## config.mk

```make
export PLATFORM = sky130hd
export DESIGN_NAME = hilo_unit_flat
export DESIGN_NICKNAME = d
export VERILOG_FILES = /design/src/rtl/hilo_if.sv /design/src/rtl/hilo_unit.sv /design/src/flat_wrapper.sv
export SDC_FILE = /design/constraint.sdc
export NUM_CORES = 1
export LEC_CHECK = 0
export CAP_MARGIN = 20
export CELL_PAD_IN_SITES_DETAIL_PLACEMENT = 0
export CELL_PAD_IN_SITES_GLOBAL_PLACEMENT = 1
export CORE_ASPECT_RATIO = 1.2
export CORE_UTILIZATION = 35
export CTS_CLUSTER_DIAMETER = 100
export DETAILED_ROUTE_END_ITERATION = 16
export MAX_ROUTING_LAYER = met4
export PLACE_DENSITY_LB_ADDON = 0.1
export SLEW_MARGIN = 20
export SYNTH_ARGS = -nofsm -noshare
export SYNTH_HDL_FRONTEND = slang
export SYNTH_SLANG_ARGS = --single-unit
```

## constraint.sdc

```tcl
create_clock -name clk -period 3.2 [get_ports clk]
set_input_delay 0.64 -clock clk [delete_from_list [all_inputs] [get_ports clk]]
set_output_delay 0.64 -clock clk [all_outputs]
set_load 0.005 [all_outputs]
```

## src/rtl/hilo_if.sv

```systemverilog
// Issue/result bundle between the EX stage and the HI/LO multiply/divide unit.
interface hilo_if #(
  parameter int WIDTH = 32
);
  logic             start;
  logic [2:0]       op;
  logic [WIDTH-1:0] a;
  logic [WIDTH-1:0] b;
  logic             busy;
  logic             done;
  logic             div_by_zero;
  logic [WIDTH-1:0] hi;
  logic [WIDTH-1:0] lo;

  modport master (
    output start, op, a, b,
    input  busy, done, div_by_zero, hi, lo
  );

  modport slave (
    input  start, op, a, b,
    output busy, done, div_by_zero, hi, lo
  );
endinterface

```

## src/rtl/hilo_unit.sv

```systemverilog
// HI/LO register unit with an iterative shift-add multiplier and restoring divider.
// Define HILO_MUL_EN to build the multiplier; otherwise MULT/MULTU decode as no-ops.
module hilo_unit #(
  parameter int WIDTH = 32
) (
  input  logic  clk,
  input  logic  rst,
  hilo_if.slave bus
);
  localparam int W  = WIDTH;
  localparam int CW = $clog2(WIDTH);
  localparam logic [CW-1:0] LAST = CW'(WIDTH - 1);

  typedef enum logic [1:0] {
    S_IDLE   = 2'd0,
    S_RUN    = 2'd1,
    S_FINISH = 2'd2
  } state_t;

  state_t         r_state;
  state_t         w_state_next;
  logic [CW-1:0]  r_cnt;
  logic [2*W-1:0] r_acc;
  logic [W-1:0]   r_opb;
  logic           r_sign_a;
  logic           r_sign_b;
  logic           r_is_div;
  logic           r_dbz;
  logic           r_busy;
  logic           r_done;
  logic           r_dbz_pulse;
  logic [W-1:0]   r_hi;
  logic [W-1:0]   r_lo;

  logic           w_issue;
  logic           w_op_mthi;
  logic           w_op_mtlo;
  logic           w_op_div;
  logic           w_op_mul;
  logic           w_op_signed;
  logic           w_start_eng;
  logic           w_b_zero;
  logic [W-1:0]   w_abs_a;
  logic [W-1:0]   w_abs_b;
  logic [W:0]     w_div_rem_sh;
  logic [W:0]     w_div_trial;
  logic [2*W-1:0] w_div_next;
  logic [2*W-1:0] w_iter_next;
  logic [W-1:0]   w_fin_quot;
  logic [W-1:0]   w_fin_rem;
  logic [W-1:0]   w_fin_hi;
  logic [W-1:0]   w_fin_lo;
`ifdef HILO_MUL_EN
  logic [W:0]     w_mul_sum;
  logic [2*W-1:0] w_mul_next;
  logic [2*W-1:0] w_fin_prod;
`endif

  assign w_issue     = (r_state == S_IDLE) && bus.start;
  assign w_op_mthi   = (bus.op == 3'b000);
  assign w_op_mtlo   = (bus.op == 3'b001);
  assign w_op_div    = (bus.op == 3'b100) || (bus.op == 3'b101);
`ifdef HILO_MUL_EN
  assign w_op_mul    = (bus.op == 3'b010) || (bus.op == 3'b011);
`else
  assign w_op_mul    = 1'b0;
`endif
  // MULT (010) and DIV (100) are the signed variants
  assign w_op_signed = ~bus.op[0];
  assign w_start_eng = w_issue && (w_op_div || w_op_mul);
  assign w_b_zero    = (bus.b == {W{1'b0}});
  assign w_abs_a     = (w_op_signed && bus.a[W-1]) ? (~bus.a + {{(W-1){1'b0}}, 1'b1}) : bus.a;
  assign w_abs_b     = (w_op_signed && bus.b[W-1]) ? (~bus.b + {{(W-1){1'b0}}, 1'b1}) : bus.b;

  // Next-state decode for the IDLE/RUN/FINISH sequencer
  always_comb begin
    w_state_next = r_state;
    case (r_state)
      S_IDLE: begin
        if (w_start_eng) begin
          w_state_next = (w_op_div && w_b_zero) ? S_FINISH : S_RUN;
        end else begin
          w_state_next = S_IDLE;
        end
      end
      S_RUN: begin
        if (r_cnt == LAST) begin
          w_state_next = S_FINISH;
        end else begin
          w_state_next = S_RUN;
        end
      end
      S_FINISH: w_state_next = S_IDLE;
      default:  w_state_next = S_IDLE;
    endcase
  end

  // State register
  always_ff @(posedge clk or negedge rst) begin
    if (!rst) begin
      r_state <= S_IDLE;
    end else begin
      r_state <= w_state_next;
    end
  end

  // One iteration step plus the final sign fix-up; r_acc holds {remainder, quotient} or the product
  always_comb begin
    w_div_rem_sh = r_acc[2*W-1:W-1];
    w_div_trial  = w_div_rem_sh - {1'b0, r_opb};
    if (w_div_trial[W]) begin
      w_div_next = {w_div_rem_sh[W-1:0], r_acc[W-2:0], 1'b0};
    end else begin
      w_div_next = {w_div_trial[W-1:0], r_acc[W-2:0], 1'b1};
    end
    w_fin_quot = (r_sign_a ^ r_sign_b) ? (~r_acc[W-1:0] + {{(W-1){1'b0}}, 1'b1}) : r_acc[W-1:0];
    w_fin_rem  = r_sign_a ? (~r_acc[2*W-1:W] + {{(W-1){1'b0}}, 1'b1}) : r_acc[2*W-1:W];
`ifdef HILO_MUL_EN
    w_mul_sum  = {1'b0, r_acc[2*W-1:W]} + (r_acc[0] ? {1'b0, r_opb} : {(W+1){1'b0}});
    w_mul_next = {w_mul_sum, r_acc[W-1:1]};
    w_fin_prod = (r_sign_a ^ r_sign_b) ? (~r_acc + {{(2*W-1){1'b0}}, 1'b1}) : r_acc;
    if (r_is_div) begin
      w_iter_next = w_div_next;
      w_fin_hi    = w_fin_rem;
      w_fin_lo    = w_fin_quot;
    end else begin
      w_iter_next = w_mul_next;
      w_fin_hi    = w_fin_prod[2*W-1:W];
      w_fin_lo    = w_fin_prod[W-1:0];
    end
`else
    w_iter_next = w_div_next;
    w_fin_hi    = w_fin_rem;
    w_fin_lo    = w_fin_quot;
`endif
  end

  // Operand latch, iteration, HI/LO writes and handshake pulses
  always_ff @(posedge clk or negedge rst) begin
    if (!rst) begin
      r_cnt       <= {CW{1'b0}};
      r_acc       <= {(2*W){1'b0}};
      r_opb       <= {W{1'b0}};
      r_sign_a    <= 1'b0;
      r_sign_b    <= 1'b0;
      r_is_div    <= 1'b0;
      r_dbz       <= 1'b0;
      r_busy      <= 1'b0;
      r_done      <= 1'b0;
      r_dbz_pulse <= 1'b0;
      r_hi        <= {W{1'b0}};
      r_lo        <= {W{1'b0}};
    end else begin
      r_done      <= 1'b0;
      r_dbz_pulse <= 1'b0;
      case (r_state)
        S_IDLE: begin
          if (w_issue && w_op_mthi) begin
            r_hi <= bus.a;
          end
          if (w_issue && w_op_mtlo) begin
            r_lo <= bus.a;
          end
          if (w_start_eng) begin
            r_busy   <= 1'b1;
            r_cnt    <= {CW{1'b0}};
            r_acc    <= {{W{1'b0}}, w_abs_a};
            r_opb    <= w_abs_b;
            r_sign_a <= w_op_signed & bus.a[W-1];
            r_sign_b <= w_op_signed & bus.b[W-1];
            r_is_div <= w_op_div;
            r_dbz    <= w_op_div & w_b_zero;
          end
        end
        S_RUN: begin
          r_acc <= w_iter_next;
          r_cnt <= r_cnt + {{(CW-1){1'b0}}, 1'b1};
        end
        S_FINISH: begin
          r_busy      <= 1'b0;
          r_done      <= 1'b1;
          r_dbz_pulse <= r_dbz;
          if (!r_dbz) begin
            r_hi <= w_fin_hi;
            r_lo <= w_fin_lo;
          end
        end
        default: begin
          r_busy <= 1'b0;
        end
      endcase
    end
  end

  assign bus.busy        = r_busy;
  assign bus.done        = r_done;
  assign bus.div_by_zero = r_dbz_pulse;
  assign bus.hi          = r_hi;
  assign bus.lo          = r_lo;
endmodule

```

## src/flat_wrapper.sv

```systemverilog
// flat-port wrapper written by rule: the top's interface ports become plain ports
module hilo_unit_flat 
#(
  parameter int WIDTH = 32
)
  (clk, rst, bus_start, bus_op, bus_a, bus_b, bus_busy, bus_done, bus_div_by_zero, bus_hi, bus_lo);
  hilo_if #(.WIDTH(WIDTH)) bus_i ();
  input  logic clk;
  input  logic rst;
  input wire logic [$bits(bus_i.start)-1:0] bus_start;
  input wire logic [$bits(bus_i.op)-1:0] bus_op;
  input wire logic [$bits(bus_i.a)-1:0] bus_a;
  input wire logic [$bits(bus_i.b)-1:0] bus_b;
  output wire logic [$bits(bus_i.busy)-1:0] bus_busy;
  output wire logic [$bits(bus_i.done)-1:0] bus_done;
  output wire logic [$bits(bus_i.div_by_zero)-1:0] bus_div_by_zero;
  output wire logic [$bits(bus_i.hi)-1:0] bus_hi;
  output wire logic [$bits(bus_i.lo)-1:0] bus_lo;
  assign bus_i.start = bus_start;
  assign bus_i.op = bus_op;
  assign bus_i.a = bus_a;
  assign bus_i.b = bus_b;
  assign bus_busy = bus_i.busy;
  assign bus_done = bus_i.done;
  assign bus_div_by_zero = bus_i.div_by_zero;
  assign bus_hi = bus_i.hi;
  assign bus_lo = bus_i.lo;
  hilo_unit #(.WIDTH(WIDTH)) u_core (.clk(clk), .rst(rst), .bus(bus_i));
endmodule
```

* After elaboration in Yosys (flattened, before gate mapping) *
Index checks and enable logic that the tools add are counted.

word-level totals
  register bits after elaboration = 173
  word-level logic and storage cells = 79

operators by class
  add/subtract/negate cells = 6
  eq/ne operators = 10
  multiplexer cells = 23
  bitwise logic cells = 10
  reductions and logical operators = 18

operator list
  operator                                                         number
  32-bit two-way mux                                               8
  32-bit by 1-bit adder with 32-bit output, second input constant  4
  64-bit two-way mux                                               2
  32-bit NOT                                                       4
  32-bit one-hot mux with 2 select lines                           2
  64-bit one-hot mux with 2 select lines                           1
  33-bit by 32-bit subtractor with 33-bit output                   1
  32-bit logical NOT                                               1
  5-bit one-hot mux with 2 select lines                            1
  1-bit logical AND                                                7
  3-bit == test, second input constant                             2
  2-bit two-way mux                                                3
  2-bit != test, second input constant                             3
  2-bit AND reduction                                              3
  3-bit AND reduction                                              2
  5-bit by 1-bit adder with 5-bit output, second input constant    1
  5-bit == test, second input constant                             1
  5-bit two-way mux                                                1
  2-bit one-hot mux with 2 select lines                            1
  2-bit nonzero test                                               2
  1-bit AND                                                        3
  3-bit by 1-bit == test with 1-bit output, second input constant  1
  3-bit logical NOT                                                1
  1-bit two-way mux                                                3
  8 further kinds                                                  9

* Depth between registers and ports, before layout *
Gate-level depths: netlist of run 1.

  depth after elaboration = 6
  depth in mapped cells = 13

* Worst setup path before layout of run 1 *
OpenSTA, ideal clock, no wires.

  path type = register to register
  from = register u_core.r_acc[31]
  to = register u_core.r_acc[35]
  library setup time = 0.134 ns
  data arrival time = 2.913 ns
  data required time = 3.066 ns
  setup slack = 0.154 ns
  stages on the path, launching flop included = 14
  buffers on the path = 1
  cell sequence = dfrtp_1 > inv_1 > ha_1 > fa_1 > nand2b_1 > a21o_1 > a211oi_1 > o2111ai_1 > nand2_1 > o21a_1 > xor2_1 > buf_2 > mux2i_1 > o21ai_0

on the way
  word-level cells in the longest chain between the ends = 3

ends and longest elaborated chain
  what                                            RTL line          text
  from (decl)                                     hilo_unit.sv:23   logic [2*W-1:0] r_acc;
  from (signal assigned)                          hilo_unit.sv:142  r_acc <= {(2*W){1'b0}};
  from (signal assigned)                          hilo_unit.sv:167  r_acc <= {{W{1'b0}}, w_abs_a};
  from (signal assigned)                          hilo_unit.sv:176  r_acc <= w_iter_next;
  33-bit by 32-bit subtractor with 33-bit output  hilo_unit.sv:110  w_div_trial = w_div_rem_sh - {1'b0, r_opb};
  64-bit two-way mux                              hilo_unit.sv:111  if (w_div_trial[W]) begin
  64-bit one-hot mux with 2 select lines          hilo_unit.sv:156  case (r_state)

Every way passes these cells.
A chain may end at the register's enable or synchronous reset.

* Worst setup path after layout of run 1 *
  from = input bus_b[3]
  to = register u_core.r_opb[22]

on the way
  word-level cells in the longest chain between the ends = 3

ends and longest elaborated chain
  what                                      RTL line            text
  from (decl)                               flat_wrapper.sv:13  input wire logic [$bits(bus_i.b)-1:0] bus_b;
  32-bit NOT                                hilo_unit.sv:73     assign w_abs_b = (w_op_signed && bus.b[W-1]) ? (~bus.b + {{(W-1){1'b0}}, 1'b1}) : bus.b;
  32-bit by 1-bit adder with 32-bit output  hilo_unit.sv:73
  32-bit two-way mux                        hilo_unit.sv:73
  to (signal assigned)                      hilo_unit.sv:143    r_opb <= {W{1'b0}};
  to (signal assigned)                      hilo_unit.sv:168    r_opb <= w_abs_b;
  to (decl)                                 hilo_unit.sv:24     logic [W-1:0] r_opb;

Every way passes these cells.

==> results of run 1 <==
-- metal layers --
metal | GRT usage | part of all wire
met5 | - | 0
met4 | 0.0487 | 0.012
met3 | 0.0286 | 0.029
met2 | 0.348 | 0.47
met1 | 0.286 | 0.49
-- worst max-delay path by stage --
stage | start | to | slack [ns] | cells past startpoint
final | bus_b[3] | u_core.r_opb[22] | 0.17 | 9
after global routing | u_core.r_acc[6] | u_core.bus.lo[27] | 0.01 | 10
after CTS | u_core.r_acc[31] | u_core.r_acc[54] | 0.05 | 15
after detailed placement | bus_b[3] | u_core.r_state[1] | -0.35 | 10
after global placement | bus_b[3] | u_core.r_state[1] | -0.31 | 10
after floorplan | u_core.r_acc[31] | u_core.r_acc[35] | 0.15 | 13
-- timing repair --
item,CTS,global route
gates resized for setup,1,11
gates cloned,0,1
setup buffers,3,0
setup endpoints to repair,17,34
pin swaps,1,3
-- cell type report --
class,count,area (µm²)
repair buffers,247,2330
multi-input cells,1093,6880
clock buffers,23,468
well taps,444,556
flip-flops and latches,173,4330
clock inverters,8,67.6
inverters,54,203
fillers,3333,17700
-- through the flow --
stage	setup TNS, ns	area, µm²	hold WS [ns]	setup WS [ns]	cells
after floorplan	0	11700	0.344	0.154	1405
after global placement	-4.48	14200	0.460	-0.312	2007
after detailed placement	-4.49	14200	0.466	-0.353	2007
after CTS	0	14800	0.223	0.0537	2041
after global routing	0	14800	0.246	0.0115	2042
final	0	14800	0.178	0.171	2042
-- cell families (layout without fill, tap and decap cells) --
logic type                 Yosys count  count (layout)  synth area share
and+or+nand+nor                    443             443             0.179
AOI/OAI and AO/OA                  431             431             0.223
DFF                                173             173             0.371
xor gates and xnor gates           147             147             0.110
buffers and inverters              139             332            0.0453
adders and majority gates           39              39            0.0424
muxes                               33              33            0.0286
-- critical path, cell delays in order --
cell,delay (ns)
clkdlybuf4s50_1,0.42
or4_4,0.56
nor4_4,0.18
nand2_1,0.10
or4_1,0.49
or3_4,0.40
o41ai_1,0.31
xor2_1,0.16
o21ai_0,0.08
-- cell usage after synthesis (all sizes together), types with 12 or more instances --
cell / n / area [µm²]
dfrtp: 173 / 4330
o21ai: 172 / 861
nand2: 162 / 608
nor2: 116 / 438
a21oi: 98 / 490
xnor2: 95 / 832
clkbuf: 72 / 274
inv: 54 / 203
xor2: 52 / 455
nand3: 42 / 210
o31ai: 42 / 329
ha: 38 / 475
a22oi: 31 / 233
mux2i: 30 / 300
nor3: 21 / 105
nor4: 17 / 128
a21o: 16 / 120
or3: 15 / 114
nand2b: 14 / 87.6
buf: 13 / 52.6
o41ai: 12 / 105
-- power by group through the flow --
stage / registers [mW] / clock network [mW] / logic [mW]
5_1_grt: 4.50 / 2.12 / 12.5
2_1_floorplan: 4.07 / 0 / 7.14
3_3_place_gp: 4.34 / 0 / 10.7
6_report: 4.33 / 1.98 / 11.1
4_1_cts: 4.33 / 2.03 / 11.0
3_5_place_dp: 4.37 / 0 / 10.8
-- registers in the layout (all words and copies together), names as in the netlist --
signal / count
u_core.r_acc: 64
u_core.bus.hi: 32
u_core.bus.lo: 32
u_core.r_opb: 32
u_core.r_cnt: 5
u_core.r_state: 2
u_core.bus.busy: 1
u_core.bus.div_by_zero: 1
u_core.bus.done: 1
u_core.r_dbz: 1
u_core.r_sign_a: 1
u_core.r_sign_b: 1
==> results.py, run 1 <==
metrics = {
    "detailed_routing": {
        "drtIter0Drc": 574,
        "drt_wl_total_um": 33900,
        "drc": 0,
        "drt_pass1_iterations": 5,
        "vias_per_cell": 5.16,
        "vias": 10532,
        "drtAntennaViolNets": 0,
        "routedWlPerCell_um": 16.6,
    },
    "finish": {
        "area_delta_synth_final_pct": 27.1,
        "utilization": 0.456,
        "layout_commonest_cell": "dfrtp_1",
        "num_antenna_cells": 0,
        "drive_above_1_share": 0.110,
        "layout.nets": 1695,
        "final_cell_mix": "dfrtp_1 (173), o21ai_0 (170), nand2_1 (162)",
    },
    "placed_design": {
        "dp_hpwl_um": 25600,
        "port_buffers": 136,
        "globalplace.congestion": 0.830,
    },
    "global_routing": {
        "grt_remaining_overflow": 0,
        "antenna_found_initial": 0,
        "grt_pass1_vias": 10477,
        "grt_max_degree": 90,
        "grt_pass1_wl_um": 56500,
        "grt_use_total": 0.215,
    },
    "timing": {
        "fin_worst_skew_ns": 0.0100,
        "slew_viol_final": 0,
        "slew_headroom": 0.434,
        "fmax_ghz": 0.330,
        "setup-violations-final": 0,
        "finalHoldViolCount": 0,
        "fin_crit_sh": 0.946,
        "finalWorstPathRequiredPeriod_ns": 3.03,
        "rsz0062_at_grt": "no",
        "worstMarginPinSlew_ns": 0.849,
    },
    "power": {
        "p_per_area_nw_per_um2": 1180,
        "ir_worst_vdd_v": 0.000538,
        "p_int_mw": 10.1,
        "clkPwrFrac": 0.114,
        "power.total_mw": 17.4,
        "seqPwrFrac": 0.248,
        "cellLeakagePower_nw": 6.31,
        "combPwrFrac": 0.638,
        "p_sw_frac": 0.423,
        "net-switching-power_mw": 7.38,
    },
    "die": {
        "ios": 137,
        "rows": 72,
        "dieArea_um2": 34100,
        "die_y_um": 202,
        "initial_core_util": 0.359,
        "core_um2": 32500,
        "fp.dieW_um": 169,
    },
    "synth": {
        "syn-cell-area_um2": 11700,
        "yosys_register_bits": 173,
        "ys_seq_area_frac": 0.371,
        "synth_edf_count": 0,
        "avgSynthCellArea_um2": 8.31,
        "synth_cell_types": 66,
        "synth_nets": 1514,
        "syn-instance-count": 1405,
        "ys_warn_count": 0,
        "ys.flop_type": "dfrtp_1",
        "synthArstFlopShare": 1.00,
    },
    "critical_path": {
        "regToRegStartpoint": "u_core.r_acc[31]",
        "required_ns": 3.51,
        "r2r_slack_ns": 0.18,
        "critPathKind": "in -> reg",
        "critPathLaunchType": "input port",
        "reg2reg_to": "u_core.r_acc[54]",
        "arrival_ns": 3.34,
        "ff2ff_path_depth": 15,
        "critical_path.endpoint_type": "register",
        "crit_fanout": 4,
    },
    "clock_network": {
        "cts_tree": "done",
        "holdBufCountCts": 0,
        "clkTransAtPathRegs_ns": 0.06,
        "clock_latency_ns": 0.44,
        "cts-root-buf": "clkbuf_16",
        "cts.sinks": 173,
        "h-tree-depth": 4,
        "cts_buffers": 17,
        "ctsLongestPathBuffers": 2,
    },
    "outcome": {
        "outcome": "complete, no violations",
    },
    "flow_run": {
        "cap_violations": 0,
    },
    "min_path": {
        "worstHoldPathType": "in -> async",
    },
}
No activity file was read; power rests on OpenSTA's default activity.
==> inputs of run 2 (changes only) <==
--- a/config.mk
+++ b/config.mk
@@ -9,10 +9,9 @@
 export CELL_PAD_IN_SITES_DETAIL_PLACEMENT = 0
 export CELL_PAD_IN_SITES_GLOBAL_PLACEMENT = 1
 export CORE_ASPECT_RATIO = 1.2
-export CORE_UTILIZATION = 35
+export CORE_UTILIZATION = 39
 export CTS_CLUSTER_DIAMETER = 100
 export DETAILED_ROUTE_END_ITERATION = 16
-export MAX_ROUTING_LAYER = met4
 export PLACE_DENSITY_LB_ADDON = 0.1
 export SLEW_MARGIN = 20
 export SYNTH_ARGS = -nofsm -noshare
==> results.py, run 2 (synthesized netlist as in run 1, its figures left out) <==
metrics = {
    "detailed_routing": {
        "routedWlPerCell_um": 16.4,
        "vias": 10419,
        "drtIter0Drc": 469,
        "drtAntennaViolNets": 0,
        "vias_per_cell": 5.26,
        "drt_pass1_iterations": 5,
        "drc": 0,
        "drt_wl_total_um": 32600,
    },
    "power": {
        "p_per_area_nw_per_um2": 1170,
        "cellLeakagePower_nw": 6.25,
        "ir_worst_vdd_v": 0.000451,
    },
    "global_routing": {
        "grt_pass1_vias": 10080,
        "grt_pass1_wl_um": 53800,
        "grt_use_total": 0.221,
        "grt_remaining_overflow": 0,
        "antenna_found_initial": 0,
        "grt_max_degree": 132,
    },
    "die": {
        "fp.dieW_um": 160,
        "initial_core_util": 0.395,
        "ios": 137,
        "die_y_um": 192,
        "rows": 69,
        "core_um2": 29500,
        "dieArea_um2": 30600,
    },
    "finish": {
        "layout.nets": 1687,
        "final_cell_mix": "dfrtp_1 (173), o21ai_0 (170), nand2_1 (162)",
        "layout_commonest_cell": "dfrtp_1",
        "fillers": 2954,
        "fin_cells": 1981,
        "num_antenna_cells": 0,
        "largest_register_ffs": 64,
        "area_delta_synth_final_pct": 25.8,
        "drive_above_1_share": 0.108,
        "top_register": "u_core.r_acc",
    },
    "critical_path": {
        "required_ns": 3.52,
        "critPathLaunchType": "register",
        "crit_buf_inv": 0,
        "critPathKind": "reg -> reg",
        "cp_common_cell": "or3_4",
        "critical_path.endpoint_type": "register",
        "slowest_delay_ns": 0.59,
        "crit_chain": "or4_4 > or3_4 > or3_4 > or3_4 > o31ai_4 > xor2_1 > o21ai_1 > mux2_2",
        "regToRegStartpoint": "u_core.r_acc[45]",
        "r2r_slack_ns": 0.15,
        "crit_fanout": 5,
        "ff2ff_path_depth": 8,
        "critPathTopFamily": "simple AND/OR/NAND/NOR gates",
        "crit_cells": 8,
        "crit_slowest_cell": "or4_4",
        "reg2reg_to": "u_core.bus.hi[31]",
        "arrival_ns": 3.37,
    },
    "clock_network": {
        "ctsLongestPathBuffers": 2,
        "holdBufCountCts": 0,
        "cts.sinks": 173,
        "cts_tree": "done",
        "clock_latency_ns": 0.44,
        "h-tree-depth": 4,
        "cts-root-buf": "clkbuf_16",
        "cts_buffers": 17,
        "clkTransAtPathRegs_ns": 0.07,
    },
    "min_path": {
        "worstHoldPathType": "in -> async",
    },
    "flow_run": {
        "cap_violations": 0,
    },
    "timing": {
        "fin_worst_skew_ns": 0.00958,
        "fmax_ghz": 0.328,
        "rsz0062_at_grt": "yes",
        "finalWorstPathRequiredPeriod_ns": 3.05,
        "whs_ns": 0.190,
        "slew_headroom": 0.451,
        "setup-violations-final": 0,
        "worstMarginPinSlew_ns": 0.822,
        "slew_viol_final": 0,
        "fin_crit_sh": 0.953,
        "worst_slack_ns": 0.149,
        "finalHoldViolCount": 0,
    },
    "placed_design": {
        "globalplace.congestion": 0.859,
        "pre_cts_ws_ns": -0.357,
        "port_buffers": 136,
        "dpl.cell_count": 1948,
        "dp_hpwl_um": 24500,
    },
    "outcome": {
        "outcome": "complete, no violations",
    },
}
==> run 2: per-stage QoR <==
step / TNS (ns) / utilization / cell area (µm²) / total power, mW
5_1_grt: -0.00825 / 0.497 / 14700 / 18.7
4_1_cts: 0 / 0.496 / 14600 / 17.2
6_report: 0 / 0.497 / 14700 / 17.1
2_1_floorplan: 0 / - / 11700 / 11.2
3_5_place_dp: -5.82 / 0.476 / 14000 / 15.0
3_3_place_gp: -3.89 / 0.476 / 14000 / 14.9
==> run 2: layer usage <==
metal / wire length, µm / track usage
met5: 0 / 0
met4: 456 / 0.0557
met3: 1020 / 0.0302
met2: 15500 / 0.376
met1: 15600 / 0.294
==> run 2: how the worst max path moves through the flow <==
stage	slack, ns	endpoint	startpoint
final	0.15	u_core.bus.hi[31]	u_core.r_acc[45]
after global routing	-0.008	u_core.r_acc[58]	u_core.r_acc[31]
after CTS	0.01	u_core.r_acc[58]	u_core.r_acc[31]
after detailed placement	-0.36	u_core.r_state[1]	bus_b[3]
after global placement	-0.30	u_core.r_state[1]	bus_b[3]
after floorplan	0.15	u_core.r_acc[35]	u_core.r_acc[31]
==> run 2: what timing repair did <==
| action | in CTS | in global routing |
|---|---|---|
| pin swaps | 1 | 1 |
| gates resized for setup | 2 | 10 |
| setup endpoints to repair | 30 | 35 |
| setup buffers | 0 | 1 |
==> run 2: report_power, final <==
| group | switching, mW | internal (mW) | total, mW |
|---|---|---|---|
| registers | 1.04 | 3.27 | 4.32 |
| clock network | 0.932 | 1.19 | 2.13 |
| logic | 5.30 | 5.37 | 10.7 |
==> run 2: cell type report <==
class,count,area [µm²],area share
Clock buffer,19,453,0.0308
Clock inverter,13,140,0.00954
Inverter,54,203,0.0138
Multi-Input combinational cell,1093,6890,0.469
Sequential cell,173,4330,0.295
Tap cell,390,488,0.0332
Timing Repair Buffer,239,2190,0.149
